===== src/rtl/axi_addr_arbiter.sv =====
// axi_addr_arbiter
//   Merges the AXI AW and AR address channels into one registered command
//   stream for the DDR2 controller command queue. Reads win by default. A
//   starvation counter forces a write grant after WR_STARVE_LIMIT consecutive
//   read grants taken while a write was eligible. An outstanding-write counter
//   keeps AW commands from running more than MAX_WR_OUTSTANDING bursts ahead
//   of their write data.
// Ports:
//   clk, rst            clock, asynchronous active-high reset
//   aw_* / ar_*         AXI write / read address channels (slave side)
//   wlast_done          pulse: W beat with wlast accepted this cycle
//   cmd_*               merged command stream (valid/ready, one register slot)
//   wr_outstanding      accepted AW bursts still waiting for their wlast
module axi_addr_arbiter #(
  parameter int ADDR_WIDTH         = 32,
  parameter int ID_WIDTH           = 4,
  parameter int ADDR_LEN           = 4,
  parameter int WR_STARVE_LIMIT    = 4,
  parameter int MAX_WR_OUTSTANDING = 4
) (
  input  logic                  clk,
  input  logic                  rst,
  input  logic                  aw_valid,
  output logic                  aw_ready,
  input  logic [ID_WIDTH-1:0]   aw_id,
  input  logic [ADDR_WIDTH-1:0] aw_addr,
  input  logic [ADDR_LEN-1:0]   aw_len,
  input  logic [2:0]            aw_size,
  input  logic [1:0]            aw_burst,
  input  logic                  ar_valid,
  output logic                  ar_ready,
  input  logic [ID_WIDTH-1:0]   ar_id,
  input  logic [ADDR_WIDTH-1:0] ar_addr,
  input  logic [ADDR_LEN-1:0]   ar_len,
  input  logic [2:0]            ar_size,
  input  logic [1:0]            ar_burst,
  input  logic                  wlast_done,
  output logic                  cmd_valid,
  input  logic                  cmd_ready,
  output logic                  cmd_write,
  output logic [ID_WIDTH-1:0]   cmd_id,
  output logic [ADDR_WIDTH-1:0] cmd_addr,
  output logic [ADDR_LEN-1:0]   cmd_len,
  output logic [2:0]            cmd_size,
  output logic [1:0]            cmd_burst,
  output logic [3:0]            wr_outstanding
);

  localparam logic [3:0] STARVE_MAX = 4'(WR_STARVE_LIMIT);
  localparam logic [3:0] WR_MAX     = 4'(MAX_WR_OUTSTANDING);

  logic [3:0] starve_cnt;
  logic       slot_free, aw_elig, ar_elig, force_w;
  logic       grant_aw, grant_ar, wr_dec;

  always_comb begin
    slot_free = !cmd_valid || cmd_ready;
    aw_elig   = aw_valid && (wr_outstanding < WR_MAX);
    ar_elig   = ar_valid;
    force_w   = aw_elig && (starve_cnt == STARVE_MAX);
    // rst gates the readies so no handshake can complete while in reset.
    grant_aw  = !rst && slot_free && aw_elig && (force_w || !ar_elig);
    grant_ar  = !rst && slot_free && ar_elig && !grant_aw;
    // A wlast with nothing outstanding is a protocol error; ignore it.
    wr_dec    = wlast_done && (wr_outstanding != 4'd0);
  end

  assign aw_ready = grant_aw;
  assign ar_ready = grant_ar;

  // Output slot: a grant always refills it (slot_free guarantees the old
  // command is gone or leaving this edge), so back-to-back has no bubble.
  always_ff @(posedge clk or posedge rst) begin
    if (rst) begin
      cmd_valid <= 1'b0;
      cmd_write <= 1'b0;
      cmd_id    <= '0;
      cmd_addr  <= '0;
      cmd_len   <= '0;
      cmd_size  <= '0;
      cmd_burst <= '0;
    end else if (grant_aw) begin
      cmd_valid <= 1'b1;
      cmd_write <= 1'b1;
      cmd_id    <= aw_id;
      cmd_addr  <= aw_addr;
      cmd_len   <= aw_len;
      cmd_size  <= aw_size;
      cmd_burst <= aw_burst;
    end else if (grant_ar) begin
      cmd_valid <= 1'b1;
      cmd_write <= 1'b0;
      cmd_id    <= ar_id;
      cmd_addr  <= ar_addr;
      cmd_len   <= ar_len;
      cmd_size  <= ar_size;
      cmd_burst <= ar_burst;
    end else if (cmd_ready) begin
      cmd_valid <= 1'b0;
    end
  end

  // Counts reads that overtook an eligible write; any write grant or the
  // write side going ineligible restarts the count.
  always_ff @(posedge clk or posedge rst) begin
    if (rst) begin
      starve_cnt <= '0;
    end else if (grant_aw || !aw_elig) begin
      starve_cnt <= '0;
    end else if (grant_ar && starve_cnt != STARVE_MAX) begin
      starve_cnt <= starve_cnt + 4'd1;
    end
  end

  always_ff @(posedge clk or posedge rst) begin
    if (rst) begin
      wr_outstanding <= '0;
    end else begin
      case ({grant_aw, wr_dec})
        2'b10:   wr_outstanding <= wr_outstanding + 4'd1;
        2'b01:   wr_outstanding <= wr_outstanding - 4'd1;
        default: wr_outstanding <= wr_outstanding;
      endcase
    end
  end

endmodule

===== config.mk =====
export PLATFORM = sky130hd
export DESIGN_NAME = axi_addr_arbiter
export DESIGN_NICKNAME = d
export VERILOG_FILES = /design/src/rtl/axi_addr_arbiter.sv
export SDC_FILE = /design/constraint.sdc
export NUM_CORES = 1
export LEC_CHECK = 0
export ABC_CLOCK_PERIOD_IN_PS = 2650
export CAP_MARGIN = 40
export CORE_AREA = 5 5 92 94
export CTS_CLUSTER_DIAMETER = 150
export DETAILED_ROUTE_END_ITERATION = 6
export DIE_AREA = 0 0 97 99
export GPL_TIMING_DRIVEN = 0
export PLACE_DENSITY = 0.83
export SETUP_SLACK_MARGIN = 0.3
export SLEW_MARGIN = 40
export SYNTH_ARGS = -nofsm -noshare
export SYNTH_HDL_FRONTEND = slang
export SYNTH_SLANG_ARGS = --single-unit

===== constraint.sdc =====
create_clock -name clk -period 2.65 [get_ports clk]
set_clock_uncertainty 0.05 [all_clocks]
set_input_delay 0.265 -clock clk [delete_from_list [all_inputs] [get_ports clk]]
set_output_delay 0.265 -clock clk [all_outputs]
set_load 0.02 [all_outputs]

==> results_dict.tcl <==
set metrics [dict create \
    result_of_the_run "finished with violations" \
    violations "design-rule violations, negative setup slack" \
    via_count 2535 \
    synth.area.top_cells "sky130_fd_sc_hd__dfrtp_1 55%, sky130_fd_sc_hd__a222oi_1 18%, sky130_fd_sc_hd__inv_1 7.4%" \
    synth_simple_gate_area_frac 0.0550 \
    grt_first_pass_wirelength_um 13900 \
    yosys.cell_count.top_type "sky130_fd_sc_hd__dfrtp_1" \
    ys_types 35 \
    cts_buffers 5 \
    detail_route.wl_per_cell_um 18.1 \
    gr-usage-all-layers 0.178 \
    finish.utilization 0.608 \
    synthFlopType "sky130_fd_sc_hd__dfrtp_1" \
    drt_pass1_iterations 7 \
    cp-end-kind "flop" \
    async_sr_flop_fraction 1.00 \
    globalRoute.totalOverflow 0 \
    worst_slew_pin_slew_ns 0.444 \
    synthTopCellsByCount "55 x sky130_fd_sc_hd__dfrtp_1, 49 x sky130_fd_sc_hd__inv_1, 45 x sky130_fd_sc_hd__a222oi_1" \
    critPathKind "reg2reg" \
    synth.yosys.seq_area_share 0.550 \
    min_period_over_period 1.01 \
    yosysTopAreaCellShare 0.550 \
    fraction_of_final_layout_cells_with_drive_strength_greater_than_1 0.164 \
    drtAntennaViolNets 0 \
    final.setup.worst_slack_ns -0.0209 \
    synth_area_per_cell_um2 11.5 \
    initial_standard_cell_utilization_of_the_core 0.331 \
    peak_supply_drop_mv 0.499 \
    clockBufferDepth 2 \
    n_antenna_cell 0 \
    detail_route.iter0.violations 231 \
    fmaxAchievable_ghz 0.374 \
    port-buffer-count 147 \
    final_max_slew_viol_count 0 \
    area_of_the_die_um2 9600 \
    worst-endpoint-required_ns 2.79 \
    worstPathCellList "inv_1 > ha_2 > nand3b_1 > a2111oi_4 > buf_6 > buf_8 > inv_6 > ha_4 > xor2_2 > ha_4 > a21oi_2 > xor2_1 > nor2_1 > xor2_1" \
    leakagePower_nw 2.12 \
    detail_route.wirelength_um 9020 \
    clk_latency_ns 0.30 \
    synth_adder_area_share 0.0250 \
    place_congestion 0.757 \
    ios 149 \
    dieHeight_um 99 \
    placement_rows 32 \
    synth_top_family_by_area "compound AO/OA/AOI/OAI gates" \
    synth_mux_area_frac 0.00450 \
    layout_min_cycle_time_ns 2.67 \
    post-layout-total-power_mw 3.53 \
    antenna_found_initial 0 \
    clock-root-buffer "sky130_fd_sc_hd__clkbuf_8" \
    syn-cell-area_um2 2500 \
    hold_path_depth 3 \
    critical-path-max-stage-delay_ns 0.43 \
    final_nets 497 \
    fin_hold_ws_ns 0.383 \
    crit_path_top_delay_cell "sky130_fd_sc_hd__dfrtp_1" \
    number_of_global_route_vias_before_repair 2768 \
    holdCritPathClass "in2reg" \
    synth.yosys.warnings 0 \
    path_max_fanout 4 \
    yosys.area_share.xor_xnor 0.0175 \
    grt_max_degree 24 \
    rr_worst_depth 14 \
    final_layout_fill_cell_count 622 \
    detail_route.drc_violations 1 \
    synth.ff_latch_count 55 \
    maxCapViolations 0 \
    grt_setup_unrepaired "yes" \
    dpl.hpwl_um 6600 \
    synth_fp_nets 318 \
    syn_inst 217 \
    p_r_area_growth_vs_syn_pct 84.0 \
    power.density_cell_area_nw_per_um2 766 \
    h-tree-depth 2 \
    post-synth-top-area-cell "sky130_fd_sc_hd__dfrtp_1" \
    coreArea_um2 7570 \
    tritoncts "done" \
    clock_sinks 55 \
    cp.arrival_ns 2.81 \
    die_width_um 97 \
    setup_violations 1 \
    vias_per_cell 5.08 \
    relSlewSlack 0.704 \
    start_kind "flop" \
    clkSlewWorstSetupHoldPaths_ns 0.10 \
    synth_compound_area_frac 0.228 \
    synth-edff-count 0 \
    timing_hold_violations_final 0 \
]
[critical path: cells and delay by family, from the launching register on]
kind | cells | cell delay [ns]
buffers and inverters | 4 | 0.38
adder cells (fa/ha/maj) | 3 | 0.49
XOR/XNOR | 3 | 0.45
AO/OA/AOI/OAI | 2 | 0.54
AND/OR/NAND/NOR | 2 | 0.21
flip-flops | 1 | 0.43
[placed cells by master (no fill, tap or decap), types with 2 or more instances in the layout]
master	netlist	layout
sky130_fd_sc_hd__dfrtp_2	0	2
sky130_fd_sc_hd__buf_6	4	12
sky130_fd_sc_hd__a222oi_1	45	45
sky130_fd_sc_hd__clkbuf_8	0	5
sky130_fd_sc_hd__nand3_1	2	2
sky130_fd_sc_hd__nor2_1	3	3
sky130_fd_sc_hd__a21oi_2	0	2
sky130_fd_sc_hd__clkdlybuf4s50_1	0	145
sky130_fd_sc_hd__nand2b_1	2	2
sky130_fd_sc_hd__inv_1	49	48
sky130_fd_sc_hd__dfrtp_1	55	53
sky130_fd_sc_hd__ha_4	0	3
sky130_fd_sc_hd__buf_2	8	3
sky130_fd_sc_hd__nor2b_1	2	2
sky130_fd_sc_hd__a211o_1	2	2
sky130_fd_sc_hd__a21oi_1	5	3
sky130_fd_sc_hd__buf_8	0	4
sky130_fd_sc_hd__buf_4	2	19
sky130_fd_sc_hd__nand2_1	7	7
sky130_fd_sc_hd__buf_16	0	2
sky130_fd_sc_hd__nand3b_1	2	2
sky130_fd_sc_hd__xor2_1	4	3
[per-layer routing]
metal,track usage,vias up,routed length [µm]
met5,0,-,0
met4,0.0454,0,161
met3,0.0481,15,576
met2,0.330,105,4800
met1,0.203,1241,3480
li1,-,1174,-
[registers in the layout, indices dropped and copies added (netlist names)]
name            count
cmd_id              4
cmd_addr           32
cmd_len             4
starve_cnt          4
cmd_write           1
cmd_size            3
wr_outstanding      4
cmd_valid           1
cmd_burst           2
[final cells by class]
class / instances / area (µm²) / share of cell area
sequential: 55 / 1380 / 0.300
clock inverter: 3 / 43.8 / 0.00952
multi-input combinational: 95 / 886 / 0.192
clock buffer: 5 / 68.8 / 0.0150
buffer: 17 / 163 / 0.0353
timing repair buffer: 172 / 1740 / 0.378
inverter: 50 / 196 / 0.0427
tap: 102 / 128 / 0.0277
[power breakdown]
part	leakage [nW]	switching, mW	internal [mW]	total [mW]
registers	0.684	0.171	1.09	1.26
clock network	0.0581	0.278	0.282	0.560
logic	1.38	0.798	0.909	1.71
[through the flow]
| stage | instances | TNS, ns | area, µm² | setup WS (ns) |
|---|---|---|---|---|
| after detailed placement | 468 | -9.23 | 4190 | -0.657 |
| final | 499 | -0.0209 | 4600 | -0.0209 |
| after global routing | 499 | -0.236 | 4600 | -0.165 |
| after CTS | 487 | 0 | 4400 | 0.0394 |
| after global placement | 466 | -38.00 | 4140 | -1.21 |
| after floorplan | 217 | -0.0640 | 2540 | -0.0484 |
[worst paths after layout]
path | startpoint | to | slack [ns]
min | ar_valid | cmd_write | 0.38
max reg2reg | starve_cnt[1] | wr_outstanding[2] | -0.02
max in group asynchronous | rst | cmd_addr[5] | 1.68
min in group asynchronous | rst | cmd_addr[25] | 0.45
min reg2reg | cmd_write | cmd_write | 0.45
max | starve_cnt[1] | wr_outstanding[2] | -0.02
[kinds of logic (layout without fill, tap and decap cells)]
logic type | Yosys count | after routing
AOI/OAI and AO/OA | 59 | 59
xor gates and xnor gates | 5 | 5
muxes | 1 | 1
adders and majority gates | 5 | 5
DFF | 55 | 55
and+or+nand+nor | 25 | 25
buffers and inverters | 67 | 247
[timing repair]
item,in CTS,in global routing
endpoints found under the setup margin,45,21
gates resized for setup,12,32
hold buffers,0,0
buffers inserted,11,11
pin swaps,5,11
gates cloned,0,1
Note: power is estimated with default switching activity, not from simulation.
